--- src/rtl/cv32e40p_pkg.sv ---
// -----------------------------------------------------------------------------
// cv32e40p_pkg
// Shared constants for the fault-tolerant RV32C compressor:
//   - RV32 base opcodes / funct fields recognised by the encoder
//   - RV32C quadrant, funct3 and funct4 values used to build the 16-bit words
//   - the 17-bit voted word type {compressible, instr[15:0]}
//   - the bitwise 2-of-3 majority helper used by the voter
// -----------------------------------------------------------------------------
package cv32e40p_pkg;

    // RV32 base opcodes
    localparam logic [6:0] OPCODE_OPIMM  = 7'h13;
    localparam logic [6:0] OPCODE_OP     = 7'h33;
    localparam logic [6:0] OPCODE_SYSTEM = 7'h73;

    // funct fields shared by ADD and ADDI
    localparam logic [2:0] FUNCT3_ADD_ADDI = 3'b000;
    localparam logic [6:0] FUNCT7_ADD      = 7'b0000000;

    // Exact-match instructions
    localparam logic [31:0] INSTR_NOP    = 32'h0000_0013;
    localparam logic [31:0] INSTR_EBREAK = {12'h001, 5'd0, 3'b000, 5'd0, OPCODE_SYSTEM};

    // RV32C quadrants
    localparam logic [1:0] C_OP_Q1 = 2'b01;
    localparam logic [1:0] C_OP_Q2 = 2'b10;

    // RV32C funct3 / funct4 selectors
    localparam logic [2:0] C_FUNCT3_ADDI = 3'b000;
    localparam logic [2:0] C_FUNCT3_LI   = 3'b010;
    localparam logic [3:0] C_FUNCT4_MV   = 4'b1000;
    localparam logic [3:0] C_FUNCT4_ADD  = 4'b1001;

    // Fixed compressed encodings
    localparam logic [15:0] C_INSTR_NOP    = 16'h0001;
    localparam logic [15:0] C_INSTR_EBREAK = 16'h9002;

    // Width of the voted word {compressible, instr[15:0]}
    localparam int unsigned CWORD_W = 17;

    typedef logic [CWORD_W-1:0] cword_t;

    // Bitwise 2-of-3 majority of three replica words
    function automatic cword_t maj3(input cword_t a, input cword_t b, input cword_t c);
        return (a & b) | (a & c) | (b & c);
    endfunction

endpackage

--- src/rtl/cv32e40p_compressor.sv ---
// -----------------------------------------------------------------------------
// cv32e40p_compressor
// Single-replica, purely combinational RV32 -> RV32C encoder for a fixed subset
// (NOP, EBREAK, ADDI-as-C.LI/C.MV/C.ADDI, ADD-as-C.MV/C.ADD). Rules are tried
// in priority order; anything else yields compressible_o=0 and instr_o=0.
// Ports:
//   instr_i        [31:0] uncompressed instruction
//   instr_o        [15:0] compressed encoding (0 when not compressible)
//   compressible_o        1 when instr_o is a valid RV32C encoding
// -----------------------------------------------------------------------------
module cv32e40p_compressor
    import cv32e40p_pkg::*;
(
    input  logic [31:0] instr_i,
    output logic [15:0] instr_o,
    output logic        compressible_o
);

    logic [6:0]  opcode_s;
    logic [2:0]  funct3_s;
    logic [6:0]  funct7_s;
    logic [4:0]  rd_s;
    logic [4:0]  rs1_s;
    logic [4:0]  rs2_s;
    logic        is_addi_s;
    logic        is_add_s;
    logic        imm_small_s;
    logic        imm_zero_s;
    logic        rd_nz_s;
    logic        rs1_nz_s;
    logic        rs2_nz_s;
    logic        rd_eq_rs1_s;
    logic [15:0] instr_c_s;
    logic        comp_s;

    assign opcode_s    = instr_i[6:0];
    assign rd_s        = instr_i[11:7];
    assign funct3_s    = instr_i[14:12];
    assign rs1_s       = instr_i[19:15];
    assign rs2_s       = instr_i[24:20];
    assign funct7_s    = instr_i[31:25];

    assign is_addi_s   = (opcode_s == OPCODE_OPIMM) && (funct3_s == FUNCT3_ADD_ADDI);
    assign is_add_s    = (opcode_s == OPCODE_OP) && (funct3_s == FUNCT3_ADD_ADDI) &&
                         (funct7_s == FUNCT7_ADD);

    // imm[11:0] = instr[31:20]; it fits in 6 signed bits when imm[11:5] are all copies of imm[5]
    assign imm_small_s = (instr_i[31:25] == {7{instr_i[25]}});
    assign imm_zero_s  = (instr_i[31:20] == 12'h000);

    assign rd_nz_s     = (rd_s != 5'd0);
    assign rs1_nz_s    = (rs1_s != 5'd0);
    assign rs2_nz_s    = (rs2_s != 5'd0);
    assign rd_eq_rs1_s = (rd_s == rs1_s);

    // Priority-ordered encoding rules
    always_comb begin
        instr_c_s = 16'h0000;
        comp_s    = 1'b0;
        if (instr_i == INSTR_NOP) begin
            instr_c_s = C_INSTR_NOP;
            comp_s    = 1'b1;
        end else if (instr_i == INSTR_EBREAK) begin
            instr_c_s = C_INSTR_EBREAK;
            comp_s    = 1'b1;
        end else if (is_addi_s && !rs1_nz_s && rd_nz_s && imm_small_s) begin
            instr_c_s = {C_FUNCT3_LI, instr_i[25], rd_s, instr_i[24:20], C_OP_Q1};
            comp_s    = 1'b1;
        end else if (is_addi_s && imm_zero_s && rd_nz_s && rs1_nz_s) begin
            instr_c_s = {C_FUNCT4_MV, rd_s, rs1_s, C_OP_Q2};
            comp_s    = 1'b1;
        end else if (is_addi_s && rd_eq_rs1_s && rd_nz_s && !imm_zero_s && imm_small_s) begin
            instr_c_s = {C_FUNCT3_ADDI, instr_i[25], rd_s, instr_i[24:20], C_OP_Q1};
            comp_s    = 1'b1;
        end else if (is_add_s && !rs1_nz_s && rd_nz_s && rs2_nz_s) begin
            instr_c_s = {C_FUNCT4_MV, rd_s, rs2_s, C_OP_Q2};
            comp_s    = 1'b1;
        end else if (is_add_s && rd_eq_rs1_s && rd_nz_s && rs2_nz_s) begin
            instr_c_s = {C_FUNCT4_ADD, rd_s, rs2_s, C_OP_Q2};
            comp_s    = 1'b1;
        end else begin
            instr_c_s = 16'h0000;
            comp_s    = 1'b0;
        end
    end

    assign instr_o        = instr_c_s;
    assign compressible_o = comp_s;

endmodule

--- src/rtl/cv32e40p_compressed_encoder_ft.sv ---
// -----------------------------------------------------------------------------
// cv32e40p_compressed_encoder_ft
// Triplicated RV32 -> RV32C compressor. Three replica encoders feed a voter on
// the 17-bit word {compressible, instr}; the winner is registered behind a
// single valid/ready output stage (one-cycle latency, full throughput).
// Replicas that disagree with the vote are tracked and flagged broken.
//
// Build option: CV32E40P_COMPRESSOR_LEAKY_CNT_EN
//   defined   : 4-bit leaky per-replica counter (+1 on mismatch, -1 on accepted
//               agreement, floor 0, saturating); broken at ERR_THRESHOLD.
//   undefined : first mismatch marks the replica broken; ERR_THRESHOLD unused.
//
// Parameters:
//   ERR_THRESHOLD  mismatch count that declares a replica broken (1..15)
// Ports:
//   clk                 clock, rising edge
//   rst                 synchronous active-high reset
//   instr_i  [2:0][31:0] replica instructions
//   valid_i / ready_o    input handshake (ready_o = !valid_o || ready_i)
//   instr_o  [15:0]      voted compressed instruction (0 if not compressible)
//   compressible_o       voted compressible flag
//   valid_o / ready_i    output handshake
//   set_broken_i [2:0]   force replica broken (also excluded from the vote now)
//   is_broken_o  [2:0]   sticky per-replica broken flags
//   fatal_o              all three replicas broken
// -----------------------------------------------------------------------------
module cv32e40p_compressed_encoder_ft
    import cv32e40p_pkg::*;
#(
    parameter int unsigned ERR_THRESHOLD = 4
)
(
    input  logic             clk,
    input  logic             rst,
    input  logic [2:0][31:0] instr_i,
    input  logic             valid_i,
    output logic             ready_o,
    output logic [15:0]      instr_o,
    output logic             compressible_o,
    output logic             valid_o,
    input  logic             ready_i,
    input  logic [2:0]       set_broken_i,
    output logic [2:0]       is_broken_o,
    output logic             fatal_o
);

    if ((ERR_THRESHOLD < 32'd1) || (ERR_THRESHOLD > 32'd15)) begin : g_bad_threshold
        $error("cv32e40p_compressed_encoder_ft: ERR_THRESHOLD must lie in 1..15");
    end

    cword_t [2:0] rep_word_s;
    cword_t       voted_s;
    logic   [2:0] eff_broken_s;
    logic   [2:0] mismatch_s;
    logic   [2:0] hit_s;
    logic   [2:0] broken_nxt_s;
    logic         accept_s;

    logic         valid_r;
    logic [15:0]  instr_r;
    logic         comp_r;
    logic [2:0]   is_broken_r;
    logic         fatal_r;

    for (genvar g = 0; g < 3; g++) begin : g_rep
        cv32e40p_compressor u_comp (
            .instr_i        (instr_i[g]),
            .instr_o        (rep_word_s[g][15:0]),
            .compressible_o (rep_word_s[g][16])
        );
    end

    assign ready_o  = !valid_r || ready_i;
    assign accept_s = valid_i && ready_o;

    // A forced-broken replica leaves the vote in the same cycle it is forced
    assign eff_broken_s = is_broken_r | set_broken_i;

    // Voter: majority when all healthy, else lowest-index healthy, else replica 0
    always_comb begin
        voted_s = rep_word_s[0];
        case (eff_broken_s)
            3'b000: begin
                voted_s = maj3(rep_word_s[0], rep_word_s[1], rep_word_s[2]);
            end
            3'b111: begin
                voted_s = rep_word_s[0];
            end
            default: begin
                if (!eff_broken_s[0]) begin
                    voted_s = rep_word_s[0];
                end else if (!eff_broken_s[1]) begin
                    voted_s = rep_word_s[1];
                end else begin
                    voted_s = rep_word_s[2];
                end
            end
        endcase
    end

    // Per-replica disagreement on an accepted input; already-broken replicas are ignored
    always_comb begin
        mismatch_s = 3'b000;
        for (int k = 0; k < 3; k++) begin
            if (accept_s && !is_broken_r[k]) begin
                mismatch_s[k] = (rep_word_s[k] != voted_s);
            end else begin
                mismatch_s[k] = 1'b0;
            end
        end
    end

`ifdef CV32E40P_COMPRESSOR_LEAKY_CNT_EN
    localparam logic [3:0] THRESHOLD_C = 4'(ERR_THRESHOLD);

    logic [2:0][3:0] err_cnt_r;
    logic [2:0][3:0] err_cnt_nxt_s;

    // Leaky counter next state: up on mismatch (saturating), down on agreement (floor 0)
    always_comb begin
        err_cnt_nxt_s = err_cnt_r;
        for (int k = 0; k < 3; k++) begin
            if (accept_s && !is_broken_r[k]) begin
                if (mismatch_s[k]) begin
                    if (err_cnt_r[k] < THRESHOLD_C) begin
                        err_cnt_nxt_s[k] = err_cnt_r[k] + 4'd1;
                    end else begin
                        err_cnt_nxt_s[k] = THRESHOLD_C;
                    end
                end else if (err_cnt_r[k] != 4'd0) begin
                    err_cnt_nxt_s[k] = err_cnt_r[k] - 4'd1;
                end else begin
                    err_cnt_nxt_s[k] = 4'd0;
                end
            end else begin
                err_cnt_nxt_s[k] = err_cnt_r[k];
            end
        end
    end

    // Counter state register
    always_ff @(posedge clk) begin
        if (rst) begin
            err_cnt_r <= '{default: 4'd0};
        end else begin
            err_cnt_r <= err_cnt_nxt_s;
        end
    end

    // Broken is declared on the edge where the counter reaches the threshold
    always_comb begin
        hit_s = 3'b000;
        for (int k = 0; k < 3; k++) begin
            hit_s[k] = (err_cnt_nxt_s[k] >= THRESHOLD_C);
        end
    end
`else
    assign hit_s = mismatch_s;
`endif

    assign broken_nxt_s = is_broken_r | set_broken_i | hit_s;

    // Sticky broken flags and the all-broken fatal indication
    always_ff @(posedge clk) begin
        if (rst) begin
            is_broken_r <= 3'b000;
            fatal_r     <= 1'b0;
        end else begin
            is_broken_r <= broken_nxt_s;
            fatal_r     <= &broken_nxt_s;
        end
    end

    // Output stage: load on acceptance, hold while stalled downstream
    always_ff @(posedge clk) begin
        if (rst) begin
            valid_r <= 1'b0;
            instr_r <= 16'h0000;
            comp_r  <= 1'b0;
        end else if (ready_o) begin
            valid_r <= valid_i;
            if (valid_i) begin
                instr_r <= voted_s[15:0];
                comp_r  <= voted_s[16];
            end
        end
    end

    assign valid_o        = valid_r;
    assign instr_o        = instr_r;
    assign compressible_o = comp_r;
    assign is_broken_o    = is_broken_r;
    assign fatal_o        = fatal_r;

endmodule

--- config.mk ---
export PLATFORM = sky130hd
export DESIGN_NAME = cv32e40p_compressed_encoder_ft
export DESIGN_NICKNAME = d
export VERILOG_FILES = /design/src/rtl/cv32e40p_pkg.sv /design/src/rtl/cv32e40p_compressor.sv /design/src/rtl/cv32e40p_compressed_encoder_ft.sv
export SDC_FILE = /design/constraint.sdc
export NUM_CORES = 1
export LEC_CHECK = 0
export ABC_CLOCK_PERIOD_IN_PS = 10100
export BUFFER_PORTS_ARGS = -buffer_cell sky130_fd_sc_hd__buf_2
export CORE_ASPECT_RATIO = 0.75
export CORE_MARGIN = 3
export CORE_UTILIZATION = 55
export CTS_CLUSTER_DIAMETER = 30
export DETAILED_ROUTE_END_ITERATION = 8
export GPL_TIMING_DRIVEN = 0
export PLACE_DENSITY = 0.79
export SYNTH_ARGS = -nofsm -noshare
export SYNTH_HDL_FRONTEND = slang
export SYNTH_SLANG_ARGS = --single-unit
--- constraint.sdc ---
create_clock -name clk -period 10.1 [get_ports clk]
set_input_delay 1.01 -clock clk [delete_from_list [all_inputs] [get_ports clk]]
set_output_delay 1.01 -clock clk [all_outputs]
set_load 0.01 [all_outputs]
Word level (Yosys, flattened, before mapping)
Index checks and enable logic that the tools add are counted.
W data, S select, Z words.
{"block": "totals", "ff_bits": 22}
{"block": "classes", "n_eq_ne": 22, "muxes": 48, "bitwise": 7, "reduce_logical": 93}
{"op": "$mux W16", "n": 21}
{"op": "$eq A32 B21 Y1 const B", "n": 3}
{"op": "$eq A32 B5 Y1 const B", "n": 3}
{"op": "$logic_and A1 B1 Y1", "n": 61}
{"op": "$and A17 B17 Y17", "n": 3}
{"op": "$ne A17 B17 Y1", "n": 3}
{"op": "$reduce_bool A5 Y1", "n": 9}
{"op": "$logic_not A12 Y1", "n": 3}
{"op": "$mux W17", "n": 2}
{"op": "$or A17 B17 Y17", "n": 2}
{"op": "$pmux W17 S2", "n": 1}
{"op": "$mux W1", "n": 24}
{"op": "$eq A7 B5 Y1 const B", "n": 3}
{"op": "$eq A7 B6 Y1 const B", "n": 3}
{"op": "$logic_not A7 Y1", "n": 3}
{"op": "$eq A6 B6 Y1", "n": 3}
{"op": "$eq A5 B5 Y1", "n": 3}
{"op": "$logic_not A3 Y1", "n": 4}
{"op": "$logic_not A1 Y1", "n": 10}
{"op": "$or A3 B3 Y3", "n": 2}
{"op": "$eq A3 B3 Y1 const B", "n": 1}
{"op": "$reduce_and A3 Y1", "n": 1}
{"op": "$reduce_and A2 Y1", "n": 1}
{"op": "$logic_or A1 B1 Y1", "n": 1}

Logic depth before layout (Yosys ltp)
Gate-level depths: netlist (run 1).
{"block": "logic_depth", "word_depth": 21, "depth_mapped": 16, "mapped_depth_nobuf": 14}

Cells and area by module
A second synthesis (run 1) with hierarchy kept.
{"block": "unflattened", "hier_cells": 739, "hier_area_um2": 4991.0}
{"mod": "cv32e40p_compressed_encoder_ft", "n_inst": 1, "cells_each": 511, "area_per_inst_um2": 3339.5, "seq_area_each_um2": 440.4}
{"mod": "cv32e40p_compressor", "n_inst": 3, "cells_each": 76, "area_per_inst_um2": 550.5, "seq_area_each_um2": 0.0}

Worst setup path after synthesis (run 1)
OpenSTA, ideal clock, no wires.
{"block": "synth_path", "kind": "input to register", "startpoint": "input instr_i[57] (netlist bit)", "endpoint": "register fatal_r (netlist: fatal_o)", "arrival_ns": 4.269, "required_time_ns": 9.974, "path_slack_ns": 5.705, "path_stages": 13, "cell_sequence": "inv_1 -> ha_1 -> or4b_2 -> a211oi_1 -> o2111ai_1 -> nand2_1 -> xnor2_1 -> a221oi_1 -> nor4bb_1 -> nand4_1 -> or4_1 -> a21oi_2 -> nor4_2"}
{"block": "synth_via", "elab_chain_len": 20}
{"item": "start: declaration", "line": "cv32e40p_compressed_encoder_ft.sv:35", "source": "input logic [2:0][31:0] instr_i,"}
{"item": "$logic_not A7 Y1", "line": "cv32e40p_compressor.sv:45", "source": "(funct7_s == FUNCT7_ADD);"}
{"item": "$logic_and A1 B1 Y1", "line": "cv32e40p_compressor.sv:44", "source": "assign is_add_s = (opcode_s == OPCODE_OP) && (funct3_s == FUNCT3_ADD_ADDI) &&"}
{"item": "$logic_and A1 B1 Y1 (3 in a row)", "line": "cv32e40p_compressor.sv:78", "source": "end else if (is_add_s && rd_eq_rs1_s && rd_nz_s && rs2_nz_s) begin"}
{"item": "$mux W16 / $mux W1 (equally long branches)", "line": "cv32e40p_compressor.sv:78"}
{"item": "$mux W16 / $mux W1 (equally long branches)", "line": "cv32e40p_compressor.sv:75", "source": "end else if (is_add_s && !rs1_nz_s && rd_nz_s && rs2_nz_s) begin"}
{"item": "$mux W16 / $mux W1 (equally long branches)", "line": "cv32e40p_compressor.sv:72", "source": "end else if (is_addi_s && rd_eq_rs1_s && rd_nz_s && !imm_zero_s && imm_small_s) begin"}
{"item": "$mux W16 / $mux W1 (equally long branches)", "line": "cv32e40p_compressor.sv:69", "source": "end else if (is_addi_s && imm_zero_s && rd_nz_s && rs1_nz_s) begin"}
{"item": "$mux W16 / $mux W1 (equally long branches)", "line": "cv32e40p_compressor.sv:66", "source": "end else if (is_addi_s && !rs1_nz_s && rd_nz_s && imm_small_s) begin"}
{"item": "$mux W16 / $mux W1 (equally long branches)", "line": "cv32e40p_compressor.sv:63", "source": "end else if (instr_i == INSTR_EBREAK) begin"}
{"item": "$mux W16 / $mux W1 (equally long branches)", "line": "cv32e40p_compressor.sv:60", "source": "if (instr_i == INSTR_NOP) begin"}
{"item": "$and A17 B17 Y17", "line": "cv32e40p_pkg.sv:45", "source": "return (a & b) | (a & c) | (b & c);"}
{"item": "$or A17 B17 Y17 (2 in a row)", "line": "cv32e40p_pkg.sv:45"}
{"item": "$pmux W17 S2", "line": "cv32e40p_compressed_encoder_ft.sv:82", "source": "case (eff_broken_s)"}
{"item": "$ne A17 B17 Y1", "line": "cv32e40p_compressed_encoder_ft.sv:106", "source": "mismatch_s[k] = (rep_word_s[k] != voted_s);"}
{"item": "$mux W1", "line": "cv32e40p_compressed_encoder_ft.sv:105", "source": "if (accept_s && !is_broken_r[k]) begin"}
{"item": "$or A3 B3 Y3 *", "line": "cv32e40p_compressed_encoder_ft.sv:161", "source": "assign broken_nxt_s = is_broken_r | set_broken_i | hit_s;"}
{"item": "$reduce_and A3 Y1 *", "line": "cv32e40p_compressed_encoder_ft.sv:170", "source": "fatal_r <= &broken_nxt_s;"}
{"item": "end signal: assignment", "line": "cv32e40p_compressed_encoder_ft.sv:170"}
{"item": "end: declaration", "line": "cv32e40p_compressed_encoder_ft.sv:63", "source": "logic fatal_r;"}
Mark *: on every way between the ends. The rest lies on a longest branch, timed or not.
A chain may end at the register's enable or synchronous reset.

Final worst setup path (run 1)
{"block": "layout_path", "startpoint": "input instr_i[43] (netlist bit)", "endpoint": "register is_broken_r[0] (netlist: is_broken_o[0])"}
{"block": "layout_via", "elab_chain_len": 18}
{"item": "$eq A5 B5 Y1", "line": "cv32e40p_compressor.sv:54", "source": "assign rd_eq_rs1_s = (rd_s == rs1_s);"}
{"item": "$logic_and A1 B1 Y1 (3 in a row)", "line": "cv32e40p_compressor.sv:78"}
{"item": "$mux W16 / $mux W1 (equally long branches)", "line": "cv32e40p_compressor.sv:78"}
{"item": "$mux W16 / $mux W1 (equally long branches)", "line": "cv32e40p_compressor.sv:75"}
{"item": "$mux W16 / $mux W1 (equally long branches)", "line": "cv32e40p_compressor.sv:72"}
{"item": "$mux W16 / $mux W1 (equally long branches)", "line": "cv32e40p_compressor.sv:69"}
{"item": "$mux W16 / $mux W1 (equally long branches)", "line": "cv32e40p_compressor.sv:66"}
{"item": "$mux W16 / $mux W1 (equally long branches)", "line": "cv32e40p_compressor.sv:63"}
{"item": "$mux W16 / $mux W1 (equally long branches)", "line": "cv32e40p_compressor.sv:60"}
{"item": "$and A17 B17 Y17", "line": "cv32e40p_pkg.sv:45"}
{"item": "$or A17 B17 Y17 (2 in a row)", "line": "cv32e40p_pkg.sv:45"}
{"item": "$pmux W17 S2 *", "line": "cv32e40p_compressed_encoder_ft.sv:82"}
{"item": "$ne A17 B17 Y1 *", "line": "cv32e40p_compressed_encoder_ft.sv:106"}
{"item": "$mux W1 *", "line": "cv32e40p_compressed_encoder_ft.sv:105"}
{"item": "$or A3 B3 Y3 *", "line": "cv32e40p_compressed_encoder_ft.sv:161"}
{"item": "end signal: assignment", "line": "cv32e40p_compressed_encoder_ft.sv:169", "source": "is_broken_r <= broken_nxt_s;"}
{"item": "end: declaration", "line": "cv32e40p_compressed_encoder_ft.sv:62", "source": "logic [2:0] is_broken_r;"}
Marked as above.

==> results of run 1 <==
area by class of cell:
cell class / instances / share of cell area, %
repair buffers: 120 / 10.22
plain buffers: 47 / 3.576
well taps: 108 / 2.299
multi-input cells: 681 / 74.63
flip-flops and latches: 20 / 6.811
clock buffers: 4 / 1.511
inverters: 15 / 0.9579
cells by family (layout without fill, tap and decap cells):
| group | Yosys count | after routing | synth area share, % |
|---|---|---|---|
| DFF | 20 | 20 | 7.923 |
| adders and majority gates | 3 | 3 | 0.7428 |
| AOI/OAI and AO/OA | 294 | 294 | 42.49 |
| muxes | 4 | 4 | 0.8170 |
| other | 1 | 1 | 0.07420 |
| and+or+nand+nor | 346 | 346 | 36.96 |
| xor gates and xnor gates | 33 | 33 | 5.719 |
| buffers and inverters | 62 | 186 | 5.273 |
cell usage in the layout, fill, tap and decap left out, types with 6 or more instances in the layout:
cell type,netlist,final
buf_2,9,129
nand2_1,87,87
nor2_1,63,63
a21oi_1,62,62
o21ai_0,38,38
clkbuf_1,32,32
nor3_1,32,32
nand3_1,25,25
nor4_1,24,24
xnor2_1,23,23
dfxtp_1,20,20
a211oi_1,18,18
a31oi_1,16,16
inv_1,15,15
nand4_1,15,15
o211ai_1,15,15
and3_1,13,13
and2_1,11,11
nand2b_1,10,10
xor2_1,10,10
a21o_1,10,10
or4_1,10,10
a32o_1,9,9
o22ai_1,8,8
a22oi_1,8,8
and4_1,7,7
or3_1,7,7
o31ai_1,7,7
o2111ai_1,7,7
a32oi_1,7,7
a41oi_1,6,6
a221oi_1,6,6
registers in the layout (all words and copies together), names as in the netlist:
signal          flops
instr_o            14
valid_o             1
is_broken_o         3
fatal_o             1
compressible_o      1
worst max-delay path, cell delays in order:
cell and delay, ns:
buf_2 0.08, clkbuf_1 0.46, xnor2_1 0.20, nand3_1 0.10, o31ai_1 0.90, clkbuf_1 0.45, o21ai_1 0.18, a21oi_1 0.60
o22ai_1 0.23, a21oi_1 0.28, a21o_1 0.11, mux2_2 0.13, o2111ai_1 0.22, nor4_2 0.56, a211oi_1 0.12
per-layer routing:
metal | routed length, um | vias to the layer above
met3 | 4393 | 218
met4 | 1503 | 2
met5 | 28 | -
li1 | - | 3289
met2 | 9536 | 833
met1 | 9061 | 3421
worst paths after layout:
path,startpoint,end,slack (ns),depth (start not counted)
setup / recovery,instr_i[43],is_broken_o[0]$_SDFF_PP0_,4.56,15
setup reg to reg,is_broken_o[2]$_SDFF_PP0_,is_broken_o[0]$_SDFF_PP0_,5.77,12
hold / removal,instr_o[7]$_SDFFE_PP0P_,instr_o[7]$_SDFFE_PP0P_,0.46,2
hold reg to reg,instr_o[7]$_SDFFE_PP0P_,instr_o[7]$_SDFFE_PP0P_,0.46,2
power by group:
part | switching, mW | internal [mW] | total, mW
clock | 0.0306 | 0.0604 | 0.0910
sequential | 0.00236 | 0.0838 | 0.0862
combinational | 0.132 | 0.0636 | 0.195
total | 0.165 | 0.208 | 0.373
stage by stage:
stage / hold slack, ns / setup slack [ns] / utilization, % / total power [mW] / std cells
after floorplan: 0.4761 / 5.705 / - / 0.1908 / 763
final: 0.4594 / 4.558 / 67.50 / 0.3725 / 995
after detailed placement: 0.4512 / 4.732 / 66.48 / 0.2674 / 991
after global routing: 0.4801 / 4.513 / 67.50 / 0.3823 / 995
after global placement: 0.4361 / 4.900 / 66.48 / 0.2636 / 991
after CTS: 0.4594 / 4.997 / 67.50 / 0.3579 / 995
==> run metrics, run 1 <==
multi-input logic area=4387 um^2; cts hold-fix bufs=0; drt pass-1 iters=8; initial core utilization=58.03%; Worst Hold Class=reg2reg; Yosys warning count=0; Power per Cell Area=63.37 nW/um^2; Area Growth Syn to Fin=16.32%; most common library cells after synthesis=87 x nand2_1, 63 x nor2_1, 62 x a21oi_1; Placed Area=5789 um^2; vias per cell=7.802; largest net degree at the start of global routing=12; row cnt=29; # IOs=126; critical path fanouts, max=10; CP Class=in2reg; Nets=994; EDFF count, synth=0; Final Cell Area=5878 um^2; Clk pin slew, worst setup/hold paths=0.06 ns; Fill cells=776; Final setup viols=0; Synth Cell Area=5054 um^2; worst vdd ir=88.98 uV; Final period util=54.87%; Max-Slew Margin vs Limit=20.83%; Area contributors post-synth=dfxtp_1 7.9%, nand2_1 6.5%, a21oi_1 6.1%; Data required, critical path=10.20 ns; CTS Root Cell=clkbuf_16; gr usage total=44.69%; met2 Use GR=65.46%; Pins Over Slew Limit=0; gr ovfl total=0; Starting DRT DRC Count=1656; Top FF cell, synth=dfxtp_1; Post-DRT Antenna Nets=0; drt wl/cell=24.65 um; GR peak layer=met2; antenna diode count=0; Yosys top cell area share=7.923%; initial antenna violation count=0; Net Count, Synth=869; CTS sink cnt=20; largest area contributor in the netlist=dfxtp_1; status=complete, no violations; RSZ-0062 raised after global routing=false; Avg Cell Area, Syn=6.623 um^2; Data arrival, critical path=5.65 ns; H-tree levels=1; Detail Placement HPWL=18.98 mm; Peak Freq=180.4 MHz; worst-skew pair later-pin latency=0.25 ns; placer's final routability congestion estimate=1.185; first-pass GRT wire length=36.54 mm; top-count cell post-synth=nand2_1; worst clock skew=0.003414 ns; asr flop ratio synth=0%; final hold viol count=0; total core area=8708 um^2; Seq/Total Area, Yosys=7.923%; Critical Path Start Type=input pin; port bufs=120; DR DRC count=0; endpoint class of the critical path=register; die area=10390 um^2; Max clock buf depth=2; vias in the first global route=6970; fraction of layout cells with a size suffix above 1=19.62%; sequential cell area=400.4 um^2; minimum clock period=5.542 ns; Die Span X=116.7 um; GR Util met3=20.50%; cts bufs inserted=3; Leak=2.208 nW; # Max-Cap Violations=0; setup bufs post-CTS=0; Distinct cells, synth=90; die height=89.02 um; Mapped Cells=763; CTS tree=yes; flop and latch count out of synthesis=20; slew of the pin with the lowest slew margin=1.177 ns; overall routed net length=24.52 mm; PostCTS Resize Cnt=0; Global Route met1 Usage=57.28%; via count of the routed design=7763; setup_tns=0 ns
Note: power is estimated with default switching activity, not from simulation.
==> run 2, diff against run 1 <==
Settings changed: ABC_CLOCK_PERIOD_IN_PS 10100 to 4850, CORE_UTILIZATION 55 to 51, PLACE_DENSITY 0.79 to 0.77.
Clock period 10.1 ns to 4.85 ns, I/O delays scaled along.
==> run metrics, run 2 (synthesis results as in run 1) <==
status=finished with violations; violated checks=negative setup slack; worst-skew pair later-pin latency=0.26 ns; R2R cell count=13; vias in the first global route=6905; Worst Hold Class=reg2reg; Worst Slack Setup Final=-0.05176 ns; total core area=9346 um^2; most frequent cells in the layout=129 x buf_2, 87 x nand2_1, 63 x nor2_1; r2r setup slk=0.36 ns; Max-Slew Margin vs Limit=23.14%; placer's final routability congestion estimate=1.176; # Max-Cap Violations=0; Leak=2.211 nW; Post-DRT Antenna Nets=0; total power=785.2 uW; Starting DRT DRC Count=1492; NetSw=351.9 uW; Max clock buf depth=2; R2R Path Start=is_broken_o[2]$_SDFF_PP0_; drt wl/cell=25.10 um; Final period util=101.1%; drt pass-1 iters=7; most common cell after layout, fill and taps aside=buf_2; Placed Area=5814 um^2; Int Pwr=433.3 uW; worst vdd ir=123.7 uV; endpoint class of the critical path=register; Die Span X=120.9 um; Nets=994; Power per Cell Area=132.7 nW/um^2; Pins Over Slew Limit=0; Clock Power Share=24.8%; final hold viol count=0; initial core utilization=54.07%; fraction of layout cells with a size suffix above 1=19.95%; setup_tns=-0.09153 ns; CTS Root Cell=clkbuf_16; initial antenna violation count=0; antenna diode count=0; slew of the pin with the lowest slew margin=1.143 ns; cts bufs inserted=3; hold-critical path endpoint=instr_o[11]$_SDFFE_PP0P_; Final Cell Area=5919 um^2; Detail Placement HPWL=19.97 mm; first-pass GRT wire length=37.58 mm; minimum clock period=4.902 ns; # IOs=126; Fill cells=858; Peak Freq=204.0 MHz; hold path cells=2; die area=11150 um^2; CTS tree=yes; Clk pin slew, worst setup/hold paths=0.06 ns; die height=92.21 um; CTS sink cnt=20; multi-input logic area=4403 um^2; gr usage total=42.31%; sequential cell area=400.4 um^2; RSZ-0062 raised after global routing=false; Data required, critical path=4.97 ns; hold path startpoint=instr_o[11]$_SDFFE_PP0P_; gr ovfl total=0; Final setup viols=2; DR DRC count=0; overall routed net length=25.48 mm; H-tree levels=1; via count of the routed design=7833; worst clock skew=0.005023 ns; worst flop-to-flop path endpoint=is_broken_o[2]$_SDFF_PP0_; Combinational Power Share=52.3%; vias per cell=7.717; row cnt=30; switching fraction of total power=44.82%; Data arrival, critical path=5.02 ns; critical path fanouts, max=10; Area Growth Syn to Fin=17.13%; Min Hold Slack=0.4464 ns; CP Class=in2reg; Critical Path Start Type=input pin; max reg flops=14; largest net degree at the start of global routing=12; port bufs=120; Flop pwr share=22.9%
run 2: worst max path at each step:
stage / startpoint / end / slack (ns) / depth (start not counted)
5_1_grt: instr_i[59] / is_broken_o[0]$_SDFF_PP0_ / 0.03 / 13
6_report: instr_i[73] / is_broken_o[2]$_SDFF_PP0_ / -0.05 / 14
3_3_place_gp: instr_i[38] / is_broken_o[2]$_SDFF_PP0_ / -0.03 / 13
2_1_floorplan: instr_i[57] / fatal_o$_SDFF_PP0_ / 0.98 / 13
3_5_place_dp: instr_i[38] / is_broken_o[0]$_SDFF_PP0_ / -0.11 / 13
4_1_cts: instr_i[38] / is_broken_o[2]$_SDFF_PP0_ / 0.14 / 13
run 2: through the flow:
step	utilization [%]	setup WS [ns]	instances
floorplan	-	0.9801	763
global placement	62.21	-0.03050	1011
detailed placement	62.21	-0.1108	1011
CTS	63.16	0.1404	1015
global route	63.33	0.02552	1015
finish	63.33	-0.05176	1015
run 2: layout make-up:
| class | instances | area share [%] |
|---|---|---|
| multi-input cells | 681 | 74.38 |
| flip-flops and latches | 20 | 6.764 |
| clock buffers | 4 | 1.501 |
| well taps | 128 | 2.706 |
| inverters | 15 | 0.9512 |
| plain buffers | 47 | 3.551 |
| repair buffers | 120 | 10.15 |
run 2: power groups by stage:
stage / Combinational (mW) / Sequential [mW] / Clock [mW]
6_report: 0.411 / 0.180 / 0.195
5_1_grt: 0.424 / 0.181 / 0.197
4_1_cts: 0.382 / 0.180 / 0.191
3_5_place_dp: 0.379 / 0.183 / 0
3_3_place_gp: 0.373 / 0.182 / 0
2_1_floorplan: 0.209 / 0.188 / 0
run 2: metal layers:
| layer | track usage (%) | vias to the layer above | wire length [um] |
|---|---|---|---|
| met5 | 0 | - | 0 |
| met1 | 56.74 | 3528 | 9290 |
| met3 | 16.15 | 187 | 4823 |
| met4 | 17.64 | 0 | 1451 |
| li1 | - | 3279 | - |
| met2 | 60.01 | 839 | 9910 |
run 2: repair_timing:
action / 4_1_cts / 5_1_grt
setup endpoints to repair: 0 / 4
hold buffers: 0 / 0
gates resized for setup: 0 / 3
buffers inserted: 0 / 0
run 2: worst max-delay path, stage by stage:
cell	delay [ns]
clkbuf_1	0.25
or4_1	0.57
o211ai_2	0.40
a2111oi_4	0.12
a21boi_1	0.19
clkbuf_1	0.22
nor4_1	0.78
xor2_1	0.22
a21oi_1	0.09
a221oi_1	0.71
nand4_1	0.19
nor4_1	0.45
a21boi_4	0.28
a211oi_2	0.06
